**src/rtl/rv_alu_arb_pkg.sv**
```systemverilog
// rv_defs: ALU opcode map, arbiter FSM encoding and request bundle
// shared by rv_alu, rv_alu_arb and the interface users.
package rv_defs;

    localparam int XLEN_C = 32;

    // Codes 4'd8 and 4'd11..4'd15 are deliberately left unencoded.
    typedef enum logic [3:0] {
        OP_ADD  = 4'd0,
        OP_SUB  = 4'd1,
        OP_SLL  = 4'd2,
        OP_SLT  = 4'd3,
        OP_SLTU = 4'd4,
        OP_XOR  = 4'd5,
        OP_SRL  = 4'd6,
        OP_SRA  = 4'd7,
        OP_OR   = 4'd9,
        OP_AND  = 4'd10
    } alu_op_e;

    typedef enum logic [1:0] {
        ST_IDLE = 2'd0,
        ST_EXEC = 2'd1,
        ST_RESP = 2'd2
    } arb_state_e;

    typedef struct packed {
        logic [3:0]        op;
        logic [XLEN_C-1:0] a;
        logic [XLEN_C-1:0] b;
        logic              id;
    } arb_req_t;

endpackage

```
**src/rtl/rv_alu_arb_if.sv**
```systemverilog
// Two-requester ALU request/response bundle; master drives requests,
// slave (the arbiter) answers on a shared result bus.
interface rv_alu_arb_if #(
    parameter int XLEN = 32
);
    logic [1:0]        req_valid;
    logic [1:0]        req_ready;
    logic [7:0]        req_op;
    logic [2*XLEN-1:0] req_a;
    logic [2*XLEN-1:0] req_b;
    logic [1:0]        rsp_valid;
    logic [1:0]        rsp_ready;
    logic [XLEN-1:0]   rsp_data;
    logic              rsp_cmp;
    logic              rsp_err;

    modport master (
        output req_valid, req_op, req_a, req_b, rsp_ready,
        input  req_ready, rsp_valid, rsp_data, rsp_cmp, rsp_err
    );

    modport slave (
        input  req_valid, req_op, req_a, req_b, rsp_ready,
        output req_ready, rsp_valid, rsp_data, rsp_cmp, rsp_err
    );
endinterface

```
**src/rtl/rv_alu_arb_alu.sv**
```systemverilog
// rv_alu: purely combinational RV32 integer ALU; shifts use b[4:0],
// unencoded opcodes yield zero.
module rv_alu
    import rv_defs::*;
#(
    parameter int XLEN = 32
) (
    input  logic [3:0]      i_op,
    input  logic [XLEN-1:0] i_a,
    input  logic [XLEN-1:0] i_b,
    output logic [XLEN-1:0] o_y
);
    logic [4:0] w_shamt;

    assign w_shamt = i_b[4:0];

    always_comb begin
        o_y = '0;
        case (i_op)
            OP_ADD:  o_y = i_a + i_b;
            OP_SUB:  o_y = i_a - i_b;
            OP_SLL:  o_y = i_a << w_shamt;
            OP_SLT:  o_y = {{(XLEN-1){1'b0}}, $signed(i_a) < $signed(i_b)};
            OP_SLTU: o_y = {{(XLEN-1){1'b0}}, i_a < i_b};
            OP_XOR:  o_y = i_a ^ i_b;
            OP_SRL:  o_y = i_a >> w_shamt;
            OP_SRA:  o_y = $unsigned($signed(i_a) >>> w_shamt);
            OP_OR:   o_y = i_a | i_b;
            OP_AND:  o_y = i_a & i_b;
            default: o_y = '0;
        endcase
    end
endmodule

```
**src/rtl/rv_alu_arb.sv**
```systemverilog
// rv_alu_arb: two requesters share one rv_alu via IDLE/EXEC/RESP FSM.
// RV_ALU_ARB_RR_EN selects round-robin; otherwise requester 0 has priority.
module rv_alu_arb
    import rv_defs::*;
#(
    parameter int XLEN = 32
) (
    input  logic         clk,
    input  logic         rst,
    rv_alu_arb_if.slave  bus
);
    arb_state_e      r_state;
    arb_state_e      w_next;
    arb_req_t        r_req;
    logic [XLEN-1:0] r_res;
    logic            r_err;
    logic [XLEN-1:0] w_alu_y;
    logic            w_gnt;
    logic            w_hs;
    logic            w_legal;
    logic            w_resp;
    logic [1:0]      w_ready;

`ifdef RV_ALU_ARB_RR_EN
    logic            r_last;

    always_ff @(posedge clk) begin
        if (rst) begin
            r_last <= 1'b1;
        end else if (w_hs) begin
            r_last <= w_gnt;
        end
    end
`endif

    // w_gnt is the granted requester id; meaningless when nobody is valid
    always_comb begin
        w_gnt = ~bus.req_valid[0];
        if (&bus.req_valid) begin
`ifdef RV_ALU_ARB_RR_EN
            w_gnt = ~r_last;
`else
            w_gnt = 1'b0;
`endif
        end
    end

    always_ff @(posedge clk) begin
        if (rst) begin
            r_state <= ST_IDLE;
        end else begin
            r_state <= w_next;
        end
    end

    always_comb begin
        w_next  = r_state;
        w_ready = 2'b00;
        w_hs    = 1'b0;
        unique case (r_state)
            ST_IDLE: begin
                if (!rst && bus.req_valid[w_gnt]) begin
                    w_ready[w_gnt] = 1'b1;
                    w_hs           = 1'b1;
                    w_next         = ST_EXEC;
                end
            end
            ST_EXEC: w_next = ST_RESP;
            ST_RESP: begin
                if (bus.rsp_ready[r_req.id]) begin
                    w_next = ST_IDLE;
                end
            end
            default: w_next = ST_IDLE;
        endcase
    end

    always_comb begin
        w_legal = 1'b0;
        case (r_req.op)
            OP_ADD, OP_SUB, OP_SLL, OP_SLT, OP_SLTU,
            OP_XOR, OP_SRL, OP_SRA, OP_OR, OP_AND: w_legal = 1'b1;
            default: w_legal = 1'b0;
        endcase
    end

    rv_alu #(.XLEN(XLEN)) u_alu (
        .i_op (r_req.op),
        .i_a  (r_req.a),
        .i_b  (r_req.b),
        .o_y  (w_alu_y)
    );

    always_ff @(posedge clk) begin
        if (rst) begin
            r_req <= '0;
            r_res <= '0;
            r_err <= 1'b0;
        end else begin
            if (w_hs) begin
                r_req.op <= w_gnt ? bus.req_op[7:4] : bus.req_op[3:0];
                r_req.a  <= w_gnt ? bus.req_a[2*XLEN-1:XLEN]
                                  : bus.req_a[XLEN-1:0];
                r_req.b  <= w_gnt ? bus.req_b[2*XLEN-1:XLEN]
                                  : bus.req_b[XLEN-1:0];
                r_req.id <= w_gnt;
            end
            // illegal ops must not leak a stale or partial result
            if (r_state == ST_EXEC) begin
                r_res <= w_legal ? w_alu_y : '0;
                r_err <= ~w_legal;
            end
        end
    end

    assign w_resp        = (r_state == ST_RESP) && !rst;
    assign bus.req_ready = w_ready;
    assign bus.rsp_valid = w_resp ? (r_req.id ? 2'b10 : 2'b01) : 2'b00;
    assign bus.rsp_data  = w_resp ? r_res : '0;
    assign bus.rsp_cmp   = w_resp & r_res[0];
    assign bus.rsp_err   = w_resp & r_err;
endmodule

```
**src/flat_wrapper.sv**
```systemverilog
// flat-port wrapper written by rule: the top's interface ports become plain ports
module rv_alu_arb_flat import rv_defs::*;
#(
    parameter int XLEN = 32
)
  (clk, rst, bus_req_valid, bus_req_op, bus_req_a, bus_req_b, bus_rsp_ready, bus_req_ready, bus_rsp_valid, bus_rsp_data, bus_rsp_cmp, bus_rsp_err);
  rv_alu_arb_if #(.XLEN(XLEN)) bus_i ();
  input  logic clk;
  input  logic rst;
  input wire logic [$bits(bus_i.req_valid)-1:0] bus_req_valid;
  input wire logic [$bits(bus_i.req_op)-1:0] bus_req_op;
  input wire logic [$bits(bus_i.req_a)-1:0] bus_req_a;
  input wire logic [$bits(bus_i.req_b)-1:0] bus_req_b;
  input wire logic [$bits(bus_i.rsp_ready)-1:0] bus_rsp_ready;
  output wire logic [$bits(bus_i.req_ready)-1:0] bus_req_ready;
  output wire logic [$bits(bus_i.rsp_valid)-1:0] bus_rsp_valid;
  output wire logic [$bits(bus_i.rsp_data)-1:0] bus_rsp_data;
  output wire logic [$bits(bus_i.rsp_cmp)-1:0] bus_rsp_cmp;
  output wire logic [$bits(bus_i.rsp_err)-1:0] bus_rsp_err;
  assign bus_i.req_valid = bus_req_valid;
  assign bus_i.req_op = bus_req_op;
  assign bus_i.req_a = bus_req_a;
  assign bus_i.req_b = bus_req_b;
  assign bus_i.rsp_ready = bus_rsp_ready;
  assign bus_req_ready = bus_i.req_ready;
  assign bus_rsp_valid = bus_i.rsp_valid;
  assign bus_rsp_data = bus_i.rsp_data;
  assign bus_rsp_cmp = bus_i.rsp_cmp;
  assign bus_rsp_err = bus_i.rsp_err;
  rv_alu_arb #(.XLEN(XLEN)) u_core (.clk(clk), .rst(rst), .bus(bus_i));
endmodule
```
**config.mk**
```make
export PLATFORM = sky130hd
export DESIGN_NAME = rv_alu_arb_flat
export DESIGN_NICKNAME = d
export VERILOG_FILES = /design/src/rtl/rv_alu_arb_pkg.sv /design/src/rtl/rv_alu_arb_if.sv /design/src/rtl/rv_alu_arb_alu.sv /design/src/rtl/rv_alu_arb.sv /design/src/flat_wrapper.sv
export SDC_FILE = /design/constraint.sdc
export NUM_CORES = 1
export LEC_CHECK = 0
export BUFFER_PORTS_ARGS = -buffer_cell sky130_fd_sc_hd__buf_4
export CORE_MARGIN = 2
export CORE_UTILIZATION = 60
export DETAILED_ROUTE_END_ITERATION = 6
export PLACE_DENSITY_LB_ADDON = 0.2
export REMOVE_ABC_BUFFERS = 1
export SKIP_CTS_REPAIR_TIMING = 1
export SYNTH_ARGS = -nofsm -noshare
export SYNTH_HDL_FRONTEND = slang
export SYNTH_SLANG_ARGS = --single-unit
export TNS_END_PERCENT = 20
```
**constraint.sdc**
```tcl
create_clock -name clk -period 5.8 [get_ports clk]
set_input_delay 1.16 -clock clk [delete_from_list [all_inputs] [get_ports clk]]
set_output_delay 1.16 -clock clk [all_outputs]
set_load 0.03 [all_outputs]
```
==> results.cfg, run 1 <==
[sta]
fin_crit_sh = 0.702
final-max-slew-violation-count = 0
timing.final.ws_setup_ns = 1.73
finalHoldViolCount = 0
report.final.setup_viol = 0
minimum_clock_period_after_layout_ns = 4.07
worst_pin_slew_ns = 0.890
setup_tns_final_ns = 0
grt_setup_unrepaired = no
slew_headroom = 0.407
fin_worst_skew_ns = 0.0117
max_frequency_mhz = 246

[die]
floorplan.initialDensity = 0.617
num_rows = 54
ports = 180
die_area_um2 = 23800
die_height_um = 154
core_area_um2 = 22000
die_w_um = 154

[detailed_routing]
vias_per_cell = 7.14
wl_um = 55500
antenna_left = 0
route.vias.total = 15600
drt-pass1-iter-count = 6
drt_iter0_markers = 2212
post-route-drc-count = 0
wl_per_cell_um = 25.3

[yosys]
syn_area_per_cell_um2 = 7.39
synth_sequential_area_ratio = 0.155
synthFlopType = dfxtp_1
synthDominantCellAreaShare = 0.155
yosys_register_bits = 105
yosysUniqueCellTypes = 99
top_post_synthesis_cells_by_area = dfxtp_1 16%, ha_1 9.2%, mux2i_1 9.2%
yosysWarningCount = 0
post_synth_instance_area_um2 = 13500
postSynth.asyncResetShare = 0
postSynthCellCount = 1832
number_of_synthesized_flops_with_an_enable_pin = 0
synth.largest_area_cell = dfxtp_1
synthTopCellsByCount = 199 x nor2_1, 168 x nand2_1, 127 x a21oi_1, 125 x mux2i_1
post-synth-top-count-cell = nor2_1

[clocking]
clk_latency_ns = 0.37
tritoncts = done
cts_buffer_depth = 2
numClockSinks = 105
cts.clk_slew.worst_paths_ns = 0.08
number_of_h_tree_branching_levels = 3
cts_root_buf = clkbuf_16
cts_inserted_buffers = 9

[grt]
first_global_vias = 14500
gr-usage-all-layers = 0.454
globalRouteOverflowTotal = 0
pin_count_of_the_biggest_net_entering_global_routing = 75
antenna_found_initial = 2
grt_pass1_wl_um = 84200

[final_layout]
syn_to_final_growth_pct = 12.3
seq_area_um2 = 2110
n_antenna_cell = 0
finalNetCount = 2150
drive_above_1_share = 0.170
final_cell_count_no_fill = 2191
multi_input_comb_area_um2 = 10400
final.fill_count = 1808
post-route-util = 0.693

[critical_path]
critical_path_required_ns = 6.10
path_class = reg2reg
cp-end-kind = register
critPathLaunchType = register
critical_path_peak_fanout = 43
worstPathArrival_ns = 4.37
worst_case_register_to_register_setup_slack_ns = 1.73

[min_path]
hold_path.class = reg2reg

[placement]
post-dp-hpwl_um = 41500
gp_congestion = 1.13
placement.io_buffers = 179
placed_cells = 2175
place_worst_setup_slack_ns = 1.93

[power]
vdd_drop_max_mv = 0.200
power_w = 0.00341
leakage_nw = 6.20
pwr_density_cell_nw_per_um2 = 224

[job]
maxCapViolCount = 0

[status]
outcome = finished clean
[registers in the layout, indices dropped and copies added (netlist names)]
name and flops:
u_core.r_err 1, u_core.r_res 32, u_core.r_req 69, u_core.r_state 2, u_core.w_legal 1
[stage by stage]
stage | area (um^2) | hold WS, ns
2_1_floorplan | 12900 | 0.417
3_3_place_gp | 14900 | 0.435
3_5_place_dp | 14900 | 0.445
4_1_cts | 15200 | 0.462
5_1_grt | 15200 | 0.483
6_report | 15200 | 0.459
[logic make-up after synthesis]
group / synth area share
and+or+nand+nor: 0.202
DFF: 0.155
xor gates and xnor gates: 0.00453
adders and majority gates: 0.0953
muxes: 0.150
buffers and inverters: 0.0764
AOI/OAI and AO/OA: 0.317
[cell type report]
| cell class | count | area share |
|---|---|---|
| clock inverters | 4 | 0.00230 |
| multi-input cells | 1475 | 0.687 |
| well taps | 280 | 0.0230 |
| clock buffers | 12 | 0.0175 |
| repair buffers | 219 | 0.108 |
| inverters | 96 | 0.0237 |
| flip-flops and latches | 105 | 0.139 |
[cell usage in the layout, fill, tap and decap left out, drive strengths merged, types with 7 or more instances in the layout]
cell and count:
clkinv 7, nand4 14, xnor2 7, dfxtp 105, a221oi 25, nand3 35, nor2b 9, a21o 25
o21ai 116, o21a 11, inv 93, o31ai 12, nor3 27, o2111ai 11, a2111oi 10, a211oi 98
nand2b 17, and3 10, mux2i 125, a31o 9, ha 100, a311oi 9, a22oi 15, mux2 11
o221ai 9, a31oi 26, o22ai 18, nor2 200, buf 219, o211ai 32, o21bai 10, and2 52
a21oi 129, nand2 168, mux4 29, a22o 8, clkbuf 12
[power by group]
group	switching, W	internal, W
registers	0.000136	0.000787
clock network	0.000331	0.000332
logic	0.00116	0.000665
total	0.00162	0.00178
[worst max-delay path, stage by stage, from the launching register on]
cell	delay (ns)
dfxtp_4	0.70
clkinv_1	0.55
fa_1	0.64
nand2b_1	0.10
a221oi_1	0.13
nor4_4	0.25
nor3_2	0.12
nor3_4	0.31
nor3_2	0.11
or4_1	0.56
a31o_1	0.30
a41oi_2	0.19
[metal layers]
metal / track usage / routed length, um
met5: 0 / 11
met2: 0.674 / 23200
met4: 0.203 / 2770
met3: 0.146 / 8450
met1: 0.602 / 21100
[path summary, 6_finish.rpt]
check	from	to	depth (start not counted)
worst min register to register	u_core.r_res[15]$_SDFFE_PP0N_	u_core.r_res[15]$_SDFFE_PP0N_	2
worst max register to register	u_core.r_req[2]$_SDFFE_PP0P_	u_core.r_res[0]$_SDFFE_PP0N_	11
worst max-delay path	u_core.r_req[2]$_SDFFE_PP0P_	u_core.r_res[0]$_SDFFE_PP0N_	11
worst min-delay path	u_core.r_res[15]$_SDFFE_PP0N_	u_core.r_res[15]$_SDFFE_PP0N_	2
(Power assumes the default switching activity.)
==> run 2, diff against run 1 <==
ABC_AREA = 1   (was unset)
CORE_UTILIZATION = 55   (was 60)
clock period = 3.7 ns   (was 5.8 ns; I/O delays follow)
==> run 2 against run 1 <==
  * The run now ends with design-rule violations left
  * Cell area is 7.9% higher
  * Synthesized cell count up 51%
  * Synthesized area rose by 8.7%
  * Critical path depth up 4
  * Wire length up 18%
  * First-iteration DRC count is 25% higher
==> results.cfg, run 2 <==
[clocking]
number_of_h_tree_branching_levels = 3
cts.clk_slew.worst_paths_ns = 0.09
cts_buffer_depth = 2
cts_root_buf = clkbuf_16
tritoncts = done
cts_inserted_buffers = 9
clk_latency_ns = 0.38
numClockSinks = 105

[final_layout]
most_common_cell_after_layout_fill_and_taps_aside = nand2_1
syn_to_final_growth_pct = 11.6
biggestRegsByFlops = u_core.r_req x69, u_core.r_res x32, u_core.r_state x2
multi_input_comb_area_um2 = 10600
final_cell_count_no_fill = 3193
commonest_cells_after_routing_fill_and_taps_aside = 969 x nand2_1, 386 x nand3_1, 329 x inv_1, 219 x nor2_1, 215 x buf_4
final.fill_count = 2687
n_antenna_cell = 0
registers.top_by_ff_count = u_core.r_req
finalNetCount = 3097
seq_area_um2 = 2100
largest_register_ff_count = 69
drive_above_1_share = 0.104

[grt]
grt_pass1_wl_um = 98600
first_global_vias = 17600
grt_use_met3 = 0.126
antenna_found_initial = 1
gr-max-usage-layer = met2
pin_count_of_the_biggest_net_entering_global_routing = 79
globalRouteOverflowTotal = 0
gr-usage-all-layers = 0.455
grt_use_met2 = 0.719
use_met1 = 0.554

[sta]
fin_worst_skew_ns = 0.0146
grt_setup_unrepaired = no
report.final.setup_viol = 0
max_frequency_mhz = 342
worst_pin_slew_ns = 0.728
setup_tns_final_ns = 0
minimum_clock_period_after_layout_ns = 2.93
timing.final.ws_setup_ns = 0.774
final-max-slew-violation-count = 0
slew_headroom = 0.515
hold_slack_ns = 0.470
fin_crit_sh = 0.791
finalHoldViolCount = 0

[yosys]
top_post_synthesis_cells_by_area = nand2_1 25%, dfxtp_1 14%, nand3_1 13%
post_synth_instance_area_um2 = 14700
synthDominantCellAreaShare = 0.247
postSynthCellCount = 2760
yosysUniqueCellTypes = 45
yosysWarningCount = 0
synthFlopType = dfxtp_1
number_of_synthesized_flops_with_an_enable_pin = 0
synthTopCellsByCount = 969 x nand2_1, 386 x nand3_1, 329 x inv_1, 219 x nor2_1, 115 x o21ai_0
yosys_register_bits = 105
synth.largest_area_cell = nand2_1
syn_area_per_cell_um2 = 5.33
post-synth-top-count-cell = nand2_1
synth_sequential_area_ratio = 0.143
postSynth.asyncResetShare = 0

[power]
leakage_nw = 8.55
power.combinational.fraction = 0.605
clockPowerShare = 0.168
power.internal_w = 0.00289
sw_share = 0.545
power.switching_w = 0.00347
pwr_density_cell_nw_per_um2 = 388
share_seq_of_total_power = 0.227
vdd_drop_max_mv = 0.239

[die]
die_w_um = 168
ports = 180
floorplan.initialDensity = 0.563
core_area_um2 = 26100
num_rows = 59
die_height_um = 168
die_area_um2 = 28100

[critical_path]
worstPathArrival_ns = 3.19
worst-path-buf-inv = 0
critical_path_required_ns = 3.96
timing.critical_path.from = u_core.r_req[1]$_SDFFE_PP0P_
worst_r2r_path_depth = 15
worst_case_register_to_register_setup_slack_ns = 0.77
critPathMaxStageDelay_ns = 0.48
path_class = reg2reg
end_point_of_the_critical_path = u_core.r_res[10]$_SDFFE_PP0N_
regToRegStartpoint = u_core.r_req[1]$_SDFFE_PP0P_
cp_slowest_cell = dfxtp_1
crit-reg2reg-capture = u_core.r_res[10]$_SDFFE_PP0N_
path_common_cell = nand2_1
critical_path_peak_fanout = 5
crit_chain = ha_1 -> fa_1 -> nand3_1 -> nand3_1 -> nand2_1 -> nand2_1 -> nand2_1 -> nand2_1 -> nand2_1 -> nand2_1 -> o21ai_1 -> nor2_1 -> nand2_1 -> nand2_1 -> a21oi_1
cp_top_family = simple AND/OR/NAND/NOR gates
cp_num_cells = 15
cp-end-kind = register
critPathLaunchType = register

[placement]
placement.io_buffers = 179
placed_cells = 3177
gp_congestion = 1.07
post-dp-hpwl_um = 52000
place_worst_setup_slack_ns = 0.636

[detailed_routing]
drt-pass1-iter-count = 7
vias_per_cell = 6.07
post-route-drc-count = 7
wl_um = 65500
drt_iter0_markers = 2763
antenna_left = 0
route.vias.total = 19400
wl_per_cell_um = 20.5

[status]
violations = design-rule violations
outcome = finished, violations left

[job]
maxCapViolCount = 0

[min_path]
hold_path.class = reg2reg
## run 2: cells by family after synthesis
kind of cell / count (synthesis) / synth area share
AO/OA/AOI/OAI: 380 / 0.146
flip-flops: 105 / 0.143
adder cells (fa/ha/maj): 102 / 0.0877
AND/OR/NAND/NOR: 1684 / 0.487
XOR/XNOR: 3 / 0.00179
buffers and inverters: 486 / 0.135
## run 2: worst reg2reg max path: cells and delay by family, from the launching register on
family                   cells  cell delay [ns]
flip-flops                   1             0.48
adder cells (fa/ha/maj)      2             0.82
AND/OR/NAND/NOR             11             1.36
AO/OA/AOI/OAI                2             0.15
## run 2: per-stage QoR
| step | instance area [um^2] | power (W) | utilization |
|---|---|---|---|
| final | 16400 | 0.00636 | 0.628 |
| after detailed placement | 16100 | 0.00511 | 0.617 |
| after global routing | 16400 | 0.00673 | 0.628 |
| after global placement | 16100 | 0.00504 | 0.617 |
| after floorplan | 14100 | 0.00382 | - |
| after CTS | 16400 | 0.00616 | 0.628 |
## run 2: how the worst min path moves through the flow
stage                                        from                            end  cells past startpoint  slack, ns
floorplan               u_core.r_err$_SDFFE_PP0N_      u_core.r_err$_SDFFE_PP0N_                      2       0.44
global placement    u_core.r_res[16]$_SDFFE_PP0N_  u_core.r_res[16]$_SDFFE_PP0N_                      2       0.45
detailed placement  u_core.r_res[19]$_SDFFE_PP0N_  u_core.r_res[19]$_SDFFE_PP0N_                      2       0.46
CTS                 u_core.r_res[19]$_SDFFE_PP0N_  u_core.r_res[19]$_SDFFE_PP0N_                      2       0.47
global route        u_core.r_res[30]$_SDFFE_PP0N_  u_core.r_res[30]$_SDFFE_PP0N_                      2       0.49
finish              u_core.r_res[16]$_SDFFE_PP0N_  u_core.r_res[16]$_SDFFE_PP0N_                      2       0.47
## run 2: layer usage
| metal | part of all wire | up-vias |
|---|---|---|
| li1 | - | 9069 |
| met1 | 0.37 | 8733 |
| met2 | 0.43 | 1312 |
| met3 | 0.13 | 272 |
| met4 | 0.068 | 2 |
| met5 | 0.00017 | - |
## run 2: power groups by stage
| stage | combinational [W] | clock [W] | sequential (W) |
|---|---|---|---|
| after global placement | 0.00360 | 0 | 0.00144 |
| after detailed placement | 0.00366 | 0 | 0.00145 |
| after CTS | 0.00367 | 0.00106 | 0.00142 |
| after global routing | 0.00418 | 0.00110 | 0.00145 |
| final | 0.00385 | 0.00107 | 0.00144 |
| after floorplan | 0.00238 | 0 | 0.00144 |
## run 2: cell type report
type,instances,share of cell area
flip-flops and latches,105,0.128
repair buffers,216,0.0995
clock inverters,5,0.00282
multi-input cells,2169,0.648
well taps,335,0.0255
clock buffers,11,0.0154
inverters,352,0.0809
